<file path="src/rtl/comp_mul.sv">
// Sequential unsigned shift-add multiplier: one add/shift step per clock,
// WIDTH steps per product, result held until the next operation is accepted.
module comp_mul #(
  parameter int WIDTH = 32
) (
  input  logic                 clk,
  input  logic                 rst,
  input  logic                 run,
  input  logic [WIDTH-1:0]     Multiplicand_input,
  input  logic [WIDTH-1:0]     Multiplier_input,
  output logic                 busy,
  output logic                 ready,
  output logic [2*WIDTH-1:0]   Product_output
);

  localparam int CW = $clog2(WIDTH) + 1;

  localparam logic [1:0] IDLE = 2'd0;
  localparam logic [1:0] CALC = 2'd1;
  localparam logic [1:0] DONE = 2'd2;

  logic [1:0]         state;
  logic [WIDTH-1:0]   mcand;
  logic [2*WIDTH:0]   acc;
  logic [CW-1:0]      cnt;
  logic [WIDTH:0]     sum;
  logic [2*WIDTH:0]   acc_next;
  logic               last;

  // acc[2*WIDTH] is always zero between steps, so using it as the sum's top
  // bit is equivalent to zero-extending the upper half before the add.
  always_comb begin
    sum = acc[2*WIDTH:WIDTH];
    if (acc[0]) begin
      sum = acc[2*WIDTH:WIDTH] + {1'b0, mcand};
    end
    acc_next = {1'b0, sum, acc[WIDTH-1:1]};
    last     = (cnt == CW'(WIDTH - 1));
  end

  always_ff @(posedge clk or negedge rst) begin
    if (!rst) begin
      state          <= IDLE;
      mcand          <= '0;
      acc            <= '0;
      cnt            <= '0;
      Product_output <= '0;
    end else begin
      case (state)
        IDLE, DONE: begin
          if (run) begin
            mcand <= Multiplicand_input;
            acc   <= {{(WIDTH+1){1'b0}}, Multiplier_input};
            cnt   <= '0;
            state <= CALC;
          end
        end
        CALC: begin
          acc <= acc_next;
          cnt <= cnt + CW'(1);
          if (last) begin
            Product_output <= acc_next[2*WIDTH-1:0];
            state          <= DONE;
          end
        end
        default: state <= IDLE;
      endcase
    end
  end

  assign busy  = (state == CALC);
  assign ready = (state == DONE);

endmodule

</file>
<file path="config.mk">
export PLATFORM = sky130hd
export DESIGN_NAME = comp_mul
export DESIGN_NICKNAME = d
export VERILOG_FILES = /design/src/rtl/comp_mul.sv
export SDC_FILE = /design/constraint.sdc
export NUM_CORES = 1
export LEC_CHECK = 0
export BUFFER_PORTS_ARGS = -buffer_cell sky130_fd_sc_hd__buf_4
export CAP_MARGIN = 30
export CORE_MARGIN = 4
export CORE_UTILIZATION = 40
export CTS_CLUSTER_DIAMETER = 200
export DETAILED_ROUTE_END_ITERATION = 7
export GPL_TIMING_DRIVEN = 0
export REMOVE_ABC_BUFFERS = 1
export SYNTH_ARGS = -nofsm -noshare
export SYNTH_HDL_FRONTEND = slang
export SYNTH_SLANG_ARGS = --single-unit
export TNS_END_PERCENT = 10
</file>
<file path="constraint.sdc">
create_clock -name clk -period 6.5 [get_ports clk]
set_input_delay 1.625 -clock clk [delete_from_list [all_inputs] [get_ports clk]]
set_output_delay 1.625 -clock clk [all_outputs]
set_load 0.01 [all_outputs]
</file>
### Word level (Yosys, flattened, before mapping)

Index checks and enable logic that the tools add are counted.
W data, S select, Z words.

* flip-flop bits (word level): 169
* output and inout bits: 66

* $add $sub $neg: 2
* eq/ne operators: 5
* multiplexer cells: 8
* reduce and logical (&&, ||, !) cells: 7

Operators by type and width (number)
* $pmux W65 S2: 1
* $mux W65: 1
* $add A33 B32 Y33: 1
* $mux W33: 1
* $pmux W6 S2: 1
* $reduce_and A2 Y1: 4
* $add A6 B1 Y6 const B: 1
* $eq A6 B5 Y1 const B: 1
* $mux W6: 1
* $mux W2: 2
* $pmux W2 S2: 1
* $eq A2 B1 Y1 const B: 1
* $eq A2 B2 Y1 const B: 1
* $logic_not A2 Y1: 1
* $ne A2 B1 Y1 const B: 1
* $ne A2 B2 Y1 const B: 1
* $reduce_bool A2 Y1: 1
* $reduce_or A2 Y1: 1

### Depth between registers and ports, before layout

* depth after elaboration: 4
* mapped depth: 10
* gate-level depth less buffers: 10

### Least setup slack after synthesis

OpenSTA, ideal clock, no wires.

* path kind: flip-flop to output port
* start point: register state[1]
* end point: output port busy
* data arrival time: 1.029 ns
* setup slack: 3.846 ns
* cell stages (with the launch flop): 5
* buffers on the path: 2
* cells stage by stage: dfrtp_1 -> nand2b_1 -> clkbuf_8 -> inv_2 -> clkbuf_1

* cells in the longest elaborated chain, start to end: 1

RTL lines
* from (decl): RTL line 22 `logic [1:0] state;`
* from (signal assigned): RTL line 43 `state <= IDLE;`
* from (signal assigned): RTL line 55 `state <= CALC;`
* from (signal assigned): RTL line 63 `state <= DONE;`
* $eq A2 B1 Y1: RTL line 71 `assign busy = (state == CALC);`
* to (decl): RTL line 11 `output logic busy,`

Every way passes these cells.

### Worst setup path in the final report

Ends and elaborated chain as after synthesis.

==> impl_results.md <==
- Cell area after synthesis: 8510 sq um
- Final weighted congestion in routability-driven placement: 0.876
- Critical Setup Path Class: reg2out
- Initial drt markers: a little over 300
- Vias: 6977
- Gate count after technology mapping: 954
- PD cells: a little over 500 nW/um^2
- Setup violation total in the final timing report: 0
- Total placed cells including tap cells: 1323
- CTS tree: done
- Detailed placer's ending HPWL: 14600 um
- Via count of the first global-routing pass: 7106
- Data arrival time at the worst-slack endpoint: a little under 2 ns
- Adder and majority cell fraction of the synthesized area: 5.09%
- Synthesis-to-finish area growth: 23.2%
- Drt first pass iters: 5
- Total CTS buffers: 17
- Internal Pwr Total: 3.19 mW
- Yosys cell types: ~70
- Share of power burned in combinational logic: a little under half
- Worst Clk Skew: 0.0104 ns
- Sequential share of the synthesized area: 49.4%
- Final std cell area, no fill: 10500 sq um
- FF+latch count, synth: 168
- Share of total power in the clock network: 19.0%
- Status: finished clean
- Final worst path period share: about 55%
- DRC viols: 0
- Number of enable flip-flop cells after synthesis: 0
- Effective utilization at floorplan: 40.6%
- Pins Over Slew Limit: 0
- Switching share of power: 41.3%
- Total count of hold-check failures in the final report: 0
- Clock Tree Buf Depth: 2
- Highest achievable clock rate: 0.279 GHz
- Vertical die dimension: 154 um
- Setup ws final: 2.92 ns
- RSZ-0062 raised after global routing: no
- Number of cells in the finished layout apart from fillers: 1355
- Synth Area in Simple Gates: 21.1%
- Commonest register cell after synthesis: sky130_fd_sc_hd__dfrtp_1
- Min Tclk post-route: 3.58 ns
- Share of layout cells above drive strength 1: 19.3%
- Worst Max-Slew Pin Slew: 0.923 ns
- Peak supply drop: 0.000188 V
- Mean routed wirelength per cell: 15.9 um
- Global-route wire length before repair: 36500 um
- All-layer global routing usage: a little under a fifth
- Switching power total: 2.24 mW
- Number of rows created at floorplan: 53
- Placement-stage worst setup slack: 3.30 ns
- Area fraction in compound gates after synthesis: between 10% and 20%
- CORE AREA: 21000 sq um
- Setup crit start kind: flop
- Maximum number of pins on one net before global-route repair: 103
- Max Fanout on Critical Path: 44
- Req. time, crit path: 4.88 ns
- Total power: around 5.4 mW
- Antenna violations before repair: 0
- Placed cell area: 9890 sq um
- Fraction of synthesized cell area in xor and xnor cells: 2.26%
- Worst slew margin relative to its limit: 38.4%
- Tightest hold margin: 0.480 ns
- Cell at the root of the clock tree: sky130_fd_sc_hd__clkbuf_16
- Die width: 154 um
- Resized cells post-CTS: 0
- Number of placed I/O pins: 133
- Multiplexer share of the synthesized area: 2.32%
- Synthesized area per cell: 8.92 sq um
- DIE AREA: ~24000 sq um
- Post-CTS clock slew at the launch and capture registers of the worst setup and hold paths: approximately 0.070 ns
- Share of async-settable or async-resettable flops after synthesis: 100%
- Remaining antenna violation count: 0
- Total overflow reported by the global router: 0
- Total Routed Length: 21500 um
- Nets@finish: 1168
- Setup_tns: 0 ns
- Buffers inserted by post-CTS timing repair: 0
- Total number of H-tree levels: 4
- Antenna Cells: 0
- Insertion delay of the later-clocked pin in the worst-skew pair: 0.43 ns
- Largest family of logic cells by synthesized area: simple AND/OR/NAND/NOR gates
- Worst Setup End Kind: output pin
- Number of buffers inserted by hold repair at cts: 0
- Power share of the sequential group: a little over a third
- Clock sink total: 168
- Vias per cell: ~5.1
- Hold/Removal Path Class: reg2reg
- Layout Utilization: 50.1%
- Number of warnings printed during yosys synthesis: 0
- Leakage power total: 5.06 nW
- Number of violations of the max-capacitance limit: 0
- Total of buffers placed on input and output ports: ~130
==> power groups by stage <==
stage               clock network [mW]  logic, mW  registers (mW)
detailed placement                   0       2.51            1.91
global placement                     0       2.45            1.91
finish                            1.03       2.50            1.90
global route                      1.10       2.83            1.98
CTS                               1.05       2.52            1.90
floorplan                            0       1.65            1.91
==> cells in the final DEF (no fill, tap or decap), drive strengths merged, types with 11 or more instances in the layout <==
cell,synthesis,final
a22oi,32,32
a21oi,43,43
o21ai,73,73
mux2i,16,16
xnor2,19,19
buf,11,145
nor2,50,50
nand2,321,321
nand3,16,16
ha,33,33
nor3,11,11
clkbuf,40,17
a31oi,11,11
inv,9,19
dfrtp,168,168
==> per-layer routing <==
metal	share of wire (%)	GRT usage, %	up-vias	wire length [um]
li1	-	-	3511	-
met1	47	25.6	3307	10100
met2	46	29.6	133	9810
met3	5.9	5.24	26	1270
met4	1.4	4.63	0	291
met5	0	0	-	0
==> layout make-up <==
type                            instances  area (sq um)
Tap cell                              275           344
Fill cell                            2039         10500
Multi-Input combinational cell        726          4070
Inverter                                9          33.8
Timing Repair Buffer                  145          1240
Clock inverter                         15           173
Sequential cell                       168          4210
Clock buffer                           17           425
==> path summary, 6_finish.rpt <==
path	depth (start not counted)	end	startpoint	slack, ns
max in group asynchronous	2	acc[34]$_DFFE_PN0P_	rst	4.47
min in group asynchronous	1	Product_output[57]$_DFFE_PN0P_	rst	1.13
setup / recovery	5	busy	state[1]$_DFFE_PN0P_	2.92
hold reg to reg	2	Product_output[7]$_DFFE_PN0P_	Product_output[7]$_DFFE_PN0P_	0.48
hold / removal	2	Product_output[7]$_DFFE_PN0P_	Product_output[7]$_DFFE_PN0P_	0.48
setup reg to reg	10	Product_output[47]$_DFFE_PN0P_	acc[32]$_DFFE_PN0P_	3.62
==> registers in the layout, summed over array words and instances, names as in the netlist <==
name and flops:
Product_output 64, acc 64, cnt 6, mcand 32
state 2
==> cell usage after synthesis (3+ instances only) <==
master,count,share of area [%]
sky130_fd_sc_hd__o211ai_1,4,0.35
sky130_fd_sc_hd__o21ai_0,44,2.6
sky130_fd_sc_hd__o21a_1,5,0.44
sky130_fd_sc_hd__ha_1,33,4.9
sky130_fd_sc_hd__clkbuf_8,3,0.49
sky130_fd_sc_hd__a21boi_1,4,0.35
sky130_fd_sc_hd__mux2i_1,16,1.9
sky130_fd_sc_hd__dfrtp_1,168,49
sky130_fd_sc_hd__a32oi_1,4,0.41
sky130_fd_sc_hd__inv_1,8,0.35
sky130_fd_sc_hd__or3_1,3,0.22
sky130_fd_sc_hd__a211oi_1,5,0.44
sky130_fd_sc_hd__nor3_1,9,0.53
sky130_fd_sc_hd__nor2b_1,3,0.22
sky130_fd_sc_hd__a21o_1,7,0.62
sky130_fd_sc_hd__nand4_1,6,0.44
sky130_fd_sc_hd__o21ai_1,27,1.6
sky130_fd_sc_hd__nand3_1,14,0.82
sky130_fd_sc_hd__o31ai_1,4,0.35
sky130_fd_sc_hd__clkbuf_1,35,1.5
sky130_fd_sc_hd__a31oi_1,10,0.74
sky130_fd_sc_hd__nand2_1,321,14
sky130_fd_sc_hd__o2111ai_1,3,0.31
sky130_fd_sc_hd__buf_1,6,0.26
sky130_fd_sc_hd__xnor2_1,19,2.0
sky130_fd_sc_hd__a21oi_1,40,2.4
sky130_fd_sc_hd__nand2b_1,7,0.51
sky130_fd_sc_hd__a21oi_2,3,0.31
sky130_fd_sc_hd__a211oi_2,3,0.44
sky130_fd_sc_hd__buf_2,3,0.18
sky130_fd_sc_hd__a22o_1,4,0.41
sky130_fd_sc_hd__and3_1,8,0.59
sky130_fd_sc_hd__a22oi_1,31,2.7
sky130_fd_sc_hd__xor2_1,3,0.31
sky130_fd_sc_hd__nor2_1,50,2.2
==> kinds of logic (layout without fill, tap and decap cells) <==
logic type               count (synthesis)  in the layout
AND/OR/NAND/NOR                        434            434
AO/OA/AOI/OAI                          217            217
flip-flops                             168            168
buffers and inverters                   60            186
adder cells (fa/ha/maj)                 34             34
XOR/XNOR                                22             22
multiplexers                            19             19
==> worst max-delay path, stage by stage, from the launching register on <==
cell and delay (ns):
sky130_fd_sc_hd__dfrtp_1 0.37, sky130_fd_sc_hd__nand2b_2 0.20, sky130_fd_sc_hd__buf_12 0.20, sky130_fd_sc_hd__inv_2 0.28
sky130_fd_sc_hd__buf_12 0.27, sky130_fd_sc_hd__buf_4 0.17
No activity file was read; power rests on OpenSTA's default activity.
